==> src/rtl/bcd_disp_pkg.sv <==
`default_nettype none
// ============================================================================
// Module   : bcd_disp_pkg
// Brief    : Shared constants for the BCD digit display (segment codes, size).
// Revision : 1.0
// ============================================================================
package bcd_disp_pkg;

  localparam int NUM_DIGITS = 4;

  // Active-low segment codes, bit order {g,f,e,d,c,b,a}
  localparam logic [6:0] SEG_0     = 7'h40;
  localparam logic [6:0] SEG_1     = 7'h79;
  localparam logic [6:0] SEG_2     = 7'h24;
  localparam logic [6:0] SEG_3     = 7'h30;
  localparam logic [6:0] SEG_4     = 7'h19;
  localparam logic [6:0] SEG_5     = 7'h12;
  localparam logic [6:0] SEG_6     = 7'h02;
  localparam logic [6:0] SEG_7     = 7'h78;
  localparam logic [6:0] SEG_8     = 7'h00;
  localparam logic [6:0] SEG_9     = 7'h10;
  localparam logic [6:0] SEG_BLANK = 7'h7F;

  typedef logic [1:0] scan_idx_t;

endpackage
`default_nettype wire

==> src/rtl/bcd_digit_display_if.sv <==
`default_nettype none
// ============================================================================
// Module   : bcd_digit_display_if
// Brief    : Digit entry inputs and display/status outputs of the display.
// Revision : 1.0
// ============================================================================
interface bcd_digit_display_if;
  import bcd_disp_pkg::*;

  logic [3:0]              bcd_in;
  logic                    bcd_valid;
  logic                    clear;
  logic [4*NUM_DIGITS-1:0] digits_out;
  logic [2:0]              digit_cnt;
  logic                    overflow;
  logic                    bcd_err;
  logic [NUM_DIGITS-1:0]   an_out;
  logic [6:0]              seg_out;

  modport master (
    output bcd_in, bcd_valid, clear,
    input  digits_out, digit_cnt, overflow, bcd_err, an_out, seg_out
  );

  modport slave (
    input  bcd_in, bcd_valid, clear,
    output digits_out, digit_cnt, overflow, bcd_err, an_out, seg_out
  );

endinterface
`default_nettype wire

==> src/rtl/bcd_to_7seg.sv <==
`default_nettype none
// ============================================================================
// Module   : bcd_to_7seg
// Brief    : Combinational BCD to active-low seven-segment decoder.
// Revision : 1.0
// ============================================================================
module bcd_to_7seg
  import bcd_disp_pkg::*;
(
  input  logic [3:0] i_bcd,
  output logic [6:0] o_seg
);

  always_comb begin
    o_seg = SEG_BLANK;
    case (i_bcd)
      4'd0:    o_seg = SEG_0;
      4'd1:    o_seg = SEG_1;
      4'd2:    o_seg = SEG_2;
      4'd3:    o_seg = SEG_3;
      4'd4:    o_seg = SEG_4;
      4'd5:    o_seg = SEG_5;
      4'd6:    o_seg = SEG_6;
      4'd7:    o_seg = SEG_7;
      4'd8:    o_seg = SEG_8;
      4'd9:    o_seg = SEG_9;
      default: o_seg = SEG_BLANK;
    endcase
  end

endmodule
`default_nettype wire

==> src/rtl/bcd_digit_display.sv <==
`default_nettype none
// ============================================================================
// Module   : bcd_digit_display
// Brief    : Four-digit keyed BCD entry buffer with multiplexed 7-seg scan.
// Revision : 1.0
// ============================================================================
module bcd_digit_display
  import bcd_disp_pkg::*;
#(
  parameter int unsigned REFRESH_CNT = 50000
) (
  input  logic               clk,
  input  logic               rst,
  bcd_digit_display_if.slave bus
);

  localparam int unsigned     PW           = (REFRESH_CNT > 1) ? $clog2(REFRESH_CNT) : 1;
  localparam logic [PW-1:0]   C_PRESC_LAST = PW'(REFRESH_CNT - 1);
  localparam logic [2:0]      C_CNT_MAX    = 3'(NUM_DIGITS);

  logic [4*NUM_DIGITS-1:0] r_digits;
  logic [2:0]              r_cnt;
  logic                    r_ovf;
  logic                    r_err;
  logic [PW-1:0]           r_presc;
  scan_idx_t               r_scan;
  logic [NUM_DIGITS-1:0]   r_an;
  logic [6:0]              r_seg;

  logic                    w_accept;
  logic                    w_bad;
  logic [3:0]              w_cur_digit;
  logic [6:0]              w_cur_seg;
  logic                    w_blank;

  assign w_accept    = bus.bcd_valid && (bus.bcd_in <= 4'd9);
  assign w_bad       = bus.bcd_valid && (bus.bcd_in >  4'd9);
  assign w_cur_digit = r_digits[{r_scan, 2'b00} +: 4];
  // Unfilled positions go dark, but the units position always shows a digit
  assign w_blank     = (r_scan != 2'd0) && ({1'b0, r_scan} >= r_cnt);

  bcd_to_7seg u_dec (
    .i_bcd (w_cur_digit),
    .o_seg (w_cur_seg)
  );

  always_ff @(posedge clk) begin
    if (rst || bus.clear) begin
      r_digits <= '0;
      r_cnt    <= '0;
      r_ovf    <= 1'b0;
      r_err    <= 1'b0;
    end else begin
      if (w_accept) begin
        r_digits <= {r_digits[4*NUM_DIGITS-5:0], bus.bcd_in};
        if (r_cnt == C_CNT_MAX) begin
          r_ovf <= 1'b1;
        end else begin
          r_cnt <= r_cnt + 3'd1;
        end
      end
      if (w_bad) begin
        r_err <= 1'b1;
      end
    end
  end

  always_ff @(posedge clk) begin
    if (rst) begin
      r_presc <= '0;
      r_scan  <= '0;
    end else if (r_presc == C_PRESC_LAST) begin
      r_presc <= '0;
      r_scan  <= r_scan + 2'd1;
    end else begin
      r_presc <= r_presc + 1'b1;
    end
  end

  always_ff @(posedge clk) begin
    if (rst) begin
      r_an  <= '1;
      r_seg <= SEG_BLANK;
    end else begin
      r_an  <= ~(NUM_DIGITS'(1) << r_scan);
      r_seg <= w_blank ? SEG_BLANK : w_cur_seg;
    end
  end

  assign bus.digits_out = r_digits;
  assign bus.digit_cnt  = r_cnt;
  assign bus.overflow   = r_ovf;
  assign bus.bcd_err    = r_err;
  assign bus.an_out     = r_an;
  assign bus.seg_out    = r_seg;

endmodule
`default_nettype wire
==> src/flat_wrapper.sv <==
// flat-port wrapper written by rule: the top's interface ports become plain ports
module bcd_digit_display_flat import bcd_disp_pkg::*;
#(
  parameter int unsigned REFRESH_CNT = 50000
)
  (clk, rst, bus_bcd_in, bus_bcd_valid, bus_clear, bus_digits_out, bus_digit_cnt, bus_overflow, bus_bcd_err, bus_an_out, bus_seg_out);
  bcd_digit_display_if bus_i ();
  input  logic clk;
  input  logic rst;
  input wire logic [$bits(bus_i.bcd_in)-1:0] bus_bcd_in;
  input wire logic [$bits(bus_i.bcd_valid)-1:0] bus_bcd_valid;
  input wire logic [$bits(bus_i.clear)-1:0] bus_clear;
  output wire logic [$bits(bus_i.digits_out)-1:0] bus_digits_out;
  output wire logic [$bits(bus_i.digit_cnt)-1:0] bus_digit_cnt;
  output wire logic [$bits(bus_i.overflow)-1:0] bus_overflow;
  output wire logic [$bits(bus_i.bcd_err)-1:0] bus_bcd_err;
  output wire logic [$bits(bus_i.an_out)-1:0] bus_an_out;
  output wire logic [$bits(bus_i.seg_out)-1:0] bus_seg_out;
  assign bus_i.bcd_in = bus_bcd_in;
  assign bus_i.bcd_valid = bus_bcd_valid;
  assign bus_i.clear = bus_clear;
  assign bus_digits_out = bus_i.digits_out;
  assign bus_digit_cnt = bus_i.digit_cnt;
  assign bus_overflow = bus_i.overflow;
  assign bus_bcd_err = bus_i.bcd_err;
  assign bus_an_out = bus_i.an_out;
  assign bus_seg_out = bus_i.seg_out;
  bcd_digit_display #(.REFRESH_CNT(REFRESH_CNT)) u_core (.clk(clk), .rst(rst), .bus(bus_i));
endmodule
==> config.mk <==
export PLATFORM = sky130hd
export DESIGN_NAME = bcd_digit_display_flat
export DESIGN_NICKNAME = d
export VERILOG_FILES = /design/src/rtl/bcd_disp_pkg.sv /design/src/rtl/bcd_digit_display_if.sv /design/src/rtl/bcd_to_7seg.sv /design/src/rtl/bcd_digit_display.sv /design/src/flat_wrapper.sv
export SDC_FILE = /design/constraint.sdc
export NUM_CORES = 1
export LEC_CHECK = 0
export ABC_CLOCK_PERIOD_IN_PS = 3100
export CORE_ASPECT_RATIO = 0.8
export CORE_MARGIN = 1.5
export CORE_UTILIZATION = 50
export DETAILED_ROUTE_END_ITERATION = 10
export PLACE_DENSITY = 0.76
export SLEW_MARGIN = 40
export SYNTH_ARGS = -nofsm -noshare
export SYNTH_HDL_FRONTEND = slang
export SYNTH_HIERARCHICAL = 1
export SYNTH_SLANG_ARGS = --single-unit
==> constraint.sdc <==
create_clock -name clk -period 3.1 [get_ports clk]
set_input_delay 0.465 -clock clk [delete_from_list [all_inputs] [get_ports clk]]
set_output_delay 0.465 -clock clk [all_outputs]
set_load 0.01 [all_outputs]
Word level (Yosys, flattened, before mapping)
Memories as Yosys holds them, arrays and structs flattened. A register that Yosys moved wholly into a read port is not among the register bits.
Index checks and enable logic that the tools add are counted.

cells by class
  $add $sub $neg = 3
  magnitude comparators = 3
  equality and inequality tests = 2
  shifts and indexed selects = 2
  bitwise operators = 2
  reductions and logical operators = 9

operators with widths
  cell                                                   number
  adder 16 x 1 -> 16 bit, second input constant          1
  equality test 16 bit, second input constant            1
  indexed part select 16 x 5 -> 4 bit                    1
  > comparator 4 bit, second input constant              1
  less-or-equal comparator 4 bit, second input constant  1
  NOT 4 bit                                              1
  AND reduction 2 bit                                    2
  OR reduction 2 bit                                     2
  left shift 1 x 2 -> 4 bit, first input constant        1
  adder 3 x 1 -> 3 bit, second input constant            1
  equality test 3 bit, second input constant             1
  >= comparator 2 x 3 -> 1 bit                           1
  logical AND 1 bit                                      3
  adder 2 x 1 -> 2 bit, second input constant            1
  nonzero test 2 bit                                     1
  logical OR 1 bit                                       1
  NOT 1 bit                                              1

storage, ports and cells
  bits in registers = 43
  bits in read-only memories = 112
  bits of input ports = 8
  output and inout port bits = 32
  logic and storage cells = 29
  memories = 1

memories
  name              depth  bits a word  rd ports  clocked after Yosys merged registers in  wr ports  RTL line           RTL
  (name not given)  16     7            1         1                                        0         bcd_to_7seg.sv:16  case (i_bcd)

Longest topological paths before layout
  word-level depth = 3
  gate-level depth with buffers = 8
  mapped depth without buffers = 7

By module
The synthesis kept the hierarchy.

by module, submodules not included
  module             times used  cells an instance  area an instance (um^2)  sequential area each (um^2)
  bcd_digit_display  1           218                2078.2                   1001.0
  bcd_to_7seg        1           33                 210.2                    0.0

Worst setup path before layout
Ideal clock, no wire load.

  path kind = register to register
  start = register u_core.r_scan[0]
  end = register u_core.r_seg[3] (netlist: u_core/bus.seg_out[3])
  setup time = 0.123 ns
  arrival = 2.076 ns
  required time = 2.977 ns
  setup slack = 0.901 ns
  cell stages (with the launch flop) = 8
  buffers on the path = 1
  clock period less this slack = 2.199 ns
  cell sequence = dfxtp_1 clkbuf_1 mux4_2 ha_1 or2_1 a21oi_2 a31oi_1 or2_2

on the way
  elaborated cells between the ends (all ways) = 5
  those cells by class = order compare (1); shift (1); reduce/logical (3)

RTL lines
  what                                 RTL line                 RTL
  from (decl)                          bcd_digit_display.sv:26  scan_idx_t r_scan;
  from (signal assigned)               bcd_digit_display.sv:74  r_scan <= r_scan + 2'd1;
  indexed part select 16 x 5 -> 4 bit  bcd_digit_display.sv:38  assign w_cur_digit = r_digits[{r_scan, 2'b00} +: 4];
  named net u_core.w_cur_digit[0]      bcd_digit_display.sv:32  logic [3:0] w_cur_digit;
  to (decl)                            bcd_digit_display.sv:28  logic [6:0] r_seg;

The timed path passes the listed nets, and every way through them passes these cells.
A chain may end at the register's enable or synchronous reset.

Worst setup path after layout
  start = register u_core.r_scan[0]
  end = register u_core.r_seg[0] (netlist: u_core/bus.seg_out[0])

The elaborated chain is that of the path after synthesis.

==> impl_results.md <==
- Starting DRT DRC Count: 78
- Power Density: 426 nW/um2
- Final Hold Viols: 0
- Drt drc: 0
- Final Hold Slack: roughly 480 ps
- Worst max-slew margin expressed relative to the limit: 54.7%
- CP cell instances: mux4_2 > ha_1 > or2_1 > a21oi_2 > nor2_1 > or2_2
- Peak supply drop: 0.318 mV
- Synthesized netlist net count: 273
- Worst-skew pair later-pin latency: around 300 ps
- Sequential cell area fraction in the yosys report: 43.7%
- Post-route cell area: between 2000 and 3000 um2
- Utilization of the core after routing: 65.6%
- Final instance count without filler cells: 346
- Setup TNS: 0 ps
- Initial Util: 53.4%
- Top achievable clock speed: 454 MHz
- Port Buf Inserts: 39
- Area taken by multi-input logic gates: 1190 um2
- Share of the synthesized area in compound gates (AO/OA/AOI/OAI): between 7 and 8%
- Number of slew-limit violations in the final report: 0
- Post-CTS setup buffer count: 0
- Post-Route Skew: 6.69 ps
- Crit-path leading delay family: multiplexers
- Post-route fraction of the period consumed by the critical path: between 70% and 80%
- Post-synthesis share of cell area spent on full adders, half adders and majority gates: under 10%
- Total number of vias: 1769
- Slowest stage cell on the critical path: sky130_fd_sc_hd__mux4_2
- CP arrival: between 2000 and 2500 ps
- Worst Max-Slew Pin Slew: 674 ps
- Area of the mapped netlist: 2290 um2
- Pin count of the biggest net entering global routing: 22
- Peak fanout along the critical path: 7
- Number of distinct library cell variants in the gate-level netlist after synthesis: 40
- Antenna Violating Nets Remaining: 0
- Critical path start-end classification: flip-flop to flip-flop
- Die Ht: 63.5 um
- Xor-xnor portion of the synthesized cell area: 6.12%
- Aggregate global routing overflow: 0
- Clock buffer count from CTS: 5
- RSZ-0062 raised after global routing: false
- Number of nets in the layout: 310
- Clock period minus worst slack: between 2000 and 2500 ps
- Avg Cell Area, Syn: 9.12 um2
- Top library cells by usage in the layout, fill and taps aside: sky130_fd_sc_hd__dfxtp_1, sky130_fd_sc_hd__clkdlybuf4s50_1, sky130_fd_sc_hd__nand2_1
- Classification of the worst-slack hold path: flip-flop to flip-flop
- Area of the die: 4990 um2
- Number of global-route vias before repair: about 1.6k
- Antenna violations before repair: 0
- Routed wire per std cell: 12.4 um
- Startpoint class of the critical path: flip-flop
- Flops & latches, synth: 50
- Buffer cell driving the clock tree root: sky130_fd_sc_hd__clkbuf_8
- Post-Place Worst Slack: 895 ps
- Required time of the worst setup path: between 3000 and 4000 ps
- Count of buffering cells on the critical path with inverters included: 0
- Multiplexer share of the synthesized area: 4.37%
- Fraction of layout instances using a drive strength above 1: 10.4%
- Post-detailed-routing wire length: 4.28 mm
- Resized Gates After CTS: 0
- Setup crit end kind: flip-flop
- Iteration count of the initial detailed-routing pass: 4
- Main combinational cell family by area after synthesis: simple AND/OR/NAND/NOR gates
- FF+latch area: 1000 um2
- Count of flip-flops with a built-in enable after synthesis: 0
- Register clock-pin slew on the reported worst setup and hold paths: 90 ps
- Post-layout worst setup margin: 896 ps
- Number of standard-cell rows in the floorplan: 21
- First-pass GRT wire length: 7.17 mm
- Antenna diode count: 0
- Gr usage total: 18.3%
- Top-Level Pins: 40
- Fraction of registers with async set/reset: 0%
- Instance count of the mapped netlist: ~250
- Final weighted congestion in routability-driven placement: roughly 0.83
- Total number of clock tree sinks: 50
- Total cell area at the placement stage: 2700 um2
- Largest stage delay on the critical path: 610 ps
- Filler Cells Inserted: 347
- Run status: finished clean
- Setup violation total in the final timing report: 0
- Via-to-Cell Ratio: 5.11
- Leakage: roughly 1 nW
- Top FF cell, synth: sky130_fd_sc_hd__dfxtp_1
- Total number of H-tree levels: 2
- Buffer depth of the longest clock path: 2
- Horiz. Die Dim: 78.6 um
- Hold-fix buffers, CTS: 0
- Total design power: ~1.2 mW
- CORE AREA: 4280 um2
- Synthesis-to-finish area growth: 22.7%
- Clock tree from TritonCTS: done
- Detailed placer's ending HPWL: 3.05 mm
- Number of placed instances, taps included: ~340
- Synth warnings: 6
- Number of max-cap violations: 0
- Post-synthesis simple-gate area fraction: 26.4%
- Most common cell after layout, fill and taps aside: sky130_fd_sc_hd__dfxtp_1
## cell usage after synthesis (2+ instances only)
| master | number | area, um2 |
|---|---|---|
| sky130_fd_sc_hd__nand3_1 | 6 | 30.0 |
| sky130_fd_sc_hd__mux4_2 | 4 | 90.1 |
| sky130_fd_sc_hd__nor4_2 | 2 | 25.0 |
| sky130_fd_sc_hd__and4bb_2 | 2 | 25.0 |
| sky130_fd_sc_hd__a21oi_1 | 19 | 95.1 |
| sky130_fd_sc_hd__a31oi_1 | 2 | 12.5 |
| sky130_fd_sc_hd__nand2_1 | 38 | 143 |
| sky130_fd_sc_hd__buf_2 | 3 | 15.0 |
| sky130_fd_sc_hd__ha_1 | 14 | 175 |
| sky130_fd_sc_hd__nand2b_1 | 5 | 31.3 |
| sky130_fd_sc_hd__or2_2 | 8 | 50.1 |
| sky130_fd_sc_hd__nor2_1 | 32 | 120 |
| sky130_fd_sc_hd__o21ai_0 | 6 | 30.0 |
| sky130_fd_sc_hd__clkbuf_1 | 4 | 15.0 |
| sky130_fd_sc_hd__inv_1 | 12 | 45.0 |
| sky130_fd_sc_hd__dfxtp_1 | 50 | 1000 |
| sky130_fd_sc_hd__nor3_1 | 6 | 30.0 |
| sky130_fd_sc_hd__a22oi_1 | 2 | 15.0 |
| sky130_fd_sc_hd__xnor2_1 | 15 | 131 |
## sequential cells by signal, summed over array words and instances (netlist names)
register	cells
u_core/bus.overflow	1
u_core/bus.bcd_err	1
u_core/bus.an_out	4
u_core/r_presc	16
u_core/bus.seg_out	7
u_core/bus.digits_out	16
u_core/r_scan	2
u_core/bus.digit_cnt	3
## path summary, 6_finish.rpt
kind | startpoint | endpoint | slack, ps | cells after the start
setup / recovery | u_core/r_scan[0] | u_core/bus.seg_out[0] | 900 | 6
hold / removal | u_core/bus.digits_out[12] | u_core/bus.digits_out[12] | 480 | 2
setup reg to reg | u_core/r_scan[0] | u_core/bus.seg_out[0] | 900 | 6
hold reg to reg | u_core/bus.digits_out[12] | u_core/bus.digits_out[12] | 480 | 2
## worst min-delay path: stages, from the launching register on
cell and delay [ps]:
sky130_fd_sc_hd__dfxtp_1 330, sky130_fd_sc_hd__nand2_1 50, sky130_fd_sc_hd__a21oi_1 60
## report_power, final
part	leakage [nW]	internal, mW	switching [mW]
Combinational	0.565	0.0446	0.0455
Sequential	0.407	0.655	0.00857
Clock	0.0524	0.242	0.202
## per-layer routing
| metal | share of wire, % | GRT usage, % | vias to the layer above |
|---|---|---|---|
| li1 | - | - | 904 |
| met2 | 43 | 26.6 | 37 |
| met5 | 0 | 0 | - |
| met3 | 4.5 | 4.93 | 5 |
| met1 | 52 | 26.0 | 823 |
| met4 | 1.1 | 6.03 | 0 |
## final cells by class
type,count,share of cell area [%]
well taps,57,2.54
clock inverters,1,1.07
repair buffers,39,13.9
flip-flops and latches,50,35.7
inverters,12,1.60
clock buffers,7,2.72
multi-input cells,180,42.5
## logic make-up (layout without fill, tap and decap cells)
family          Yosys count  count (layout)
fa+ha+maj                14              14
compound gates           32              32
xor+xnor                 16              16
simple gates            113             113
buf+inv                  21              59
flops                    50              50
mux                       5               5
No activity file was read; power rests on OpenSTA's default activity.
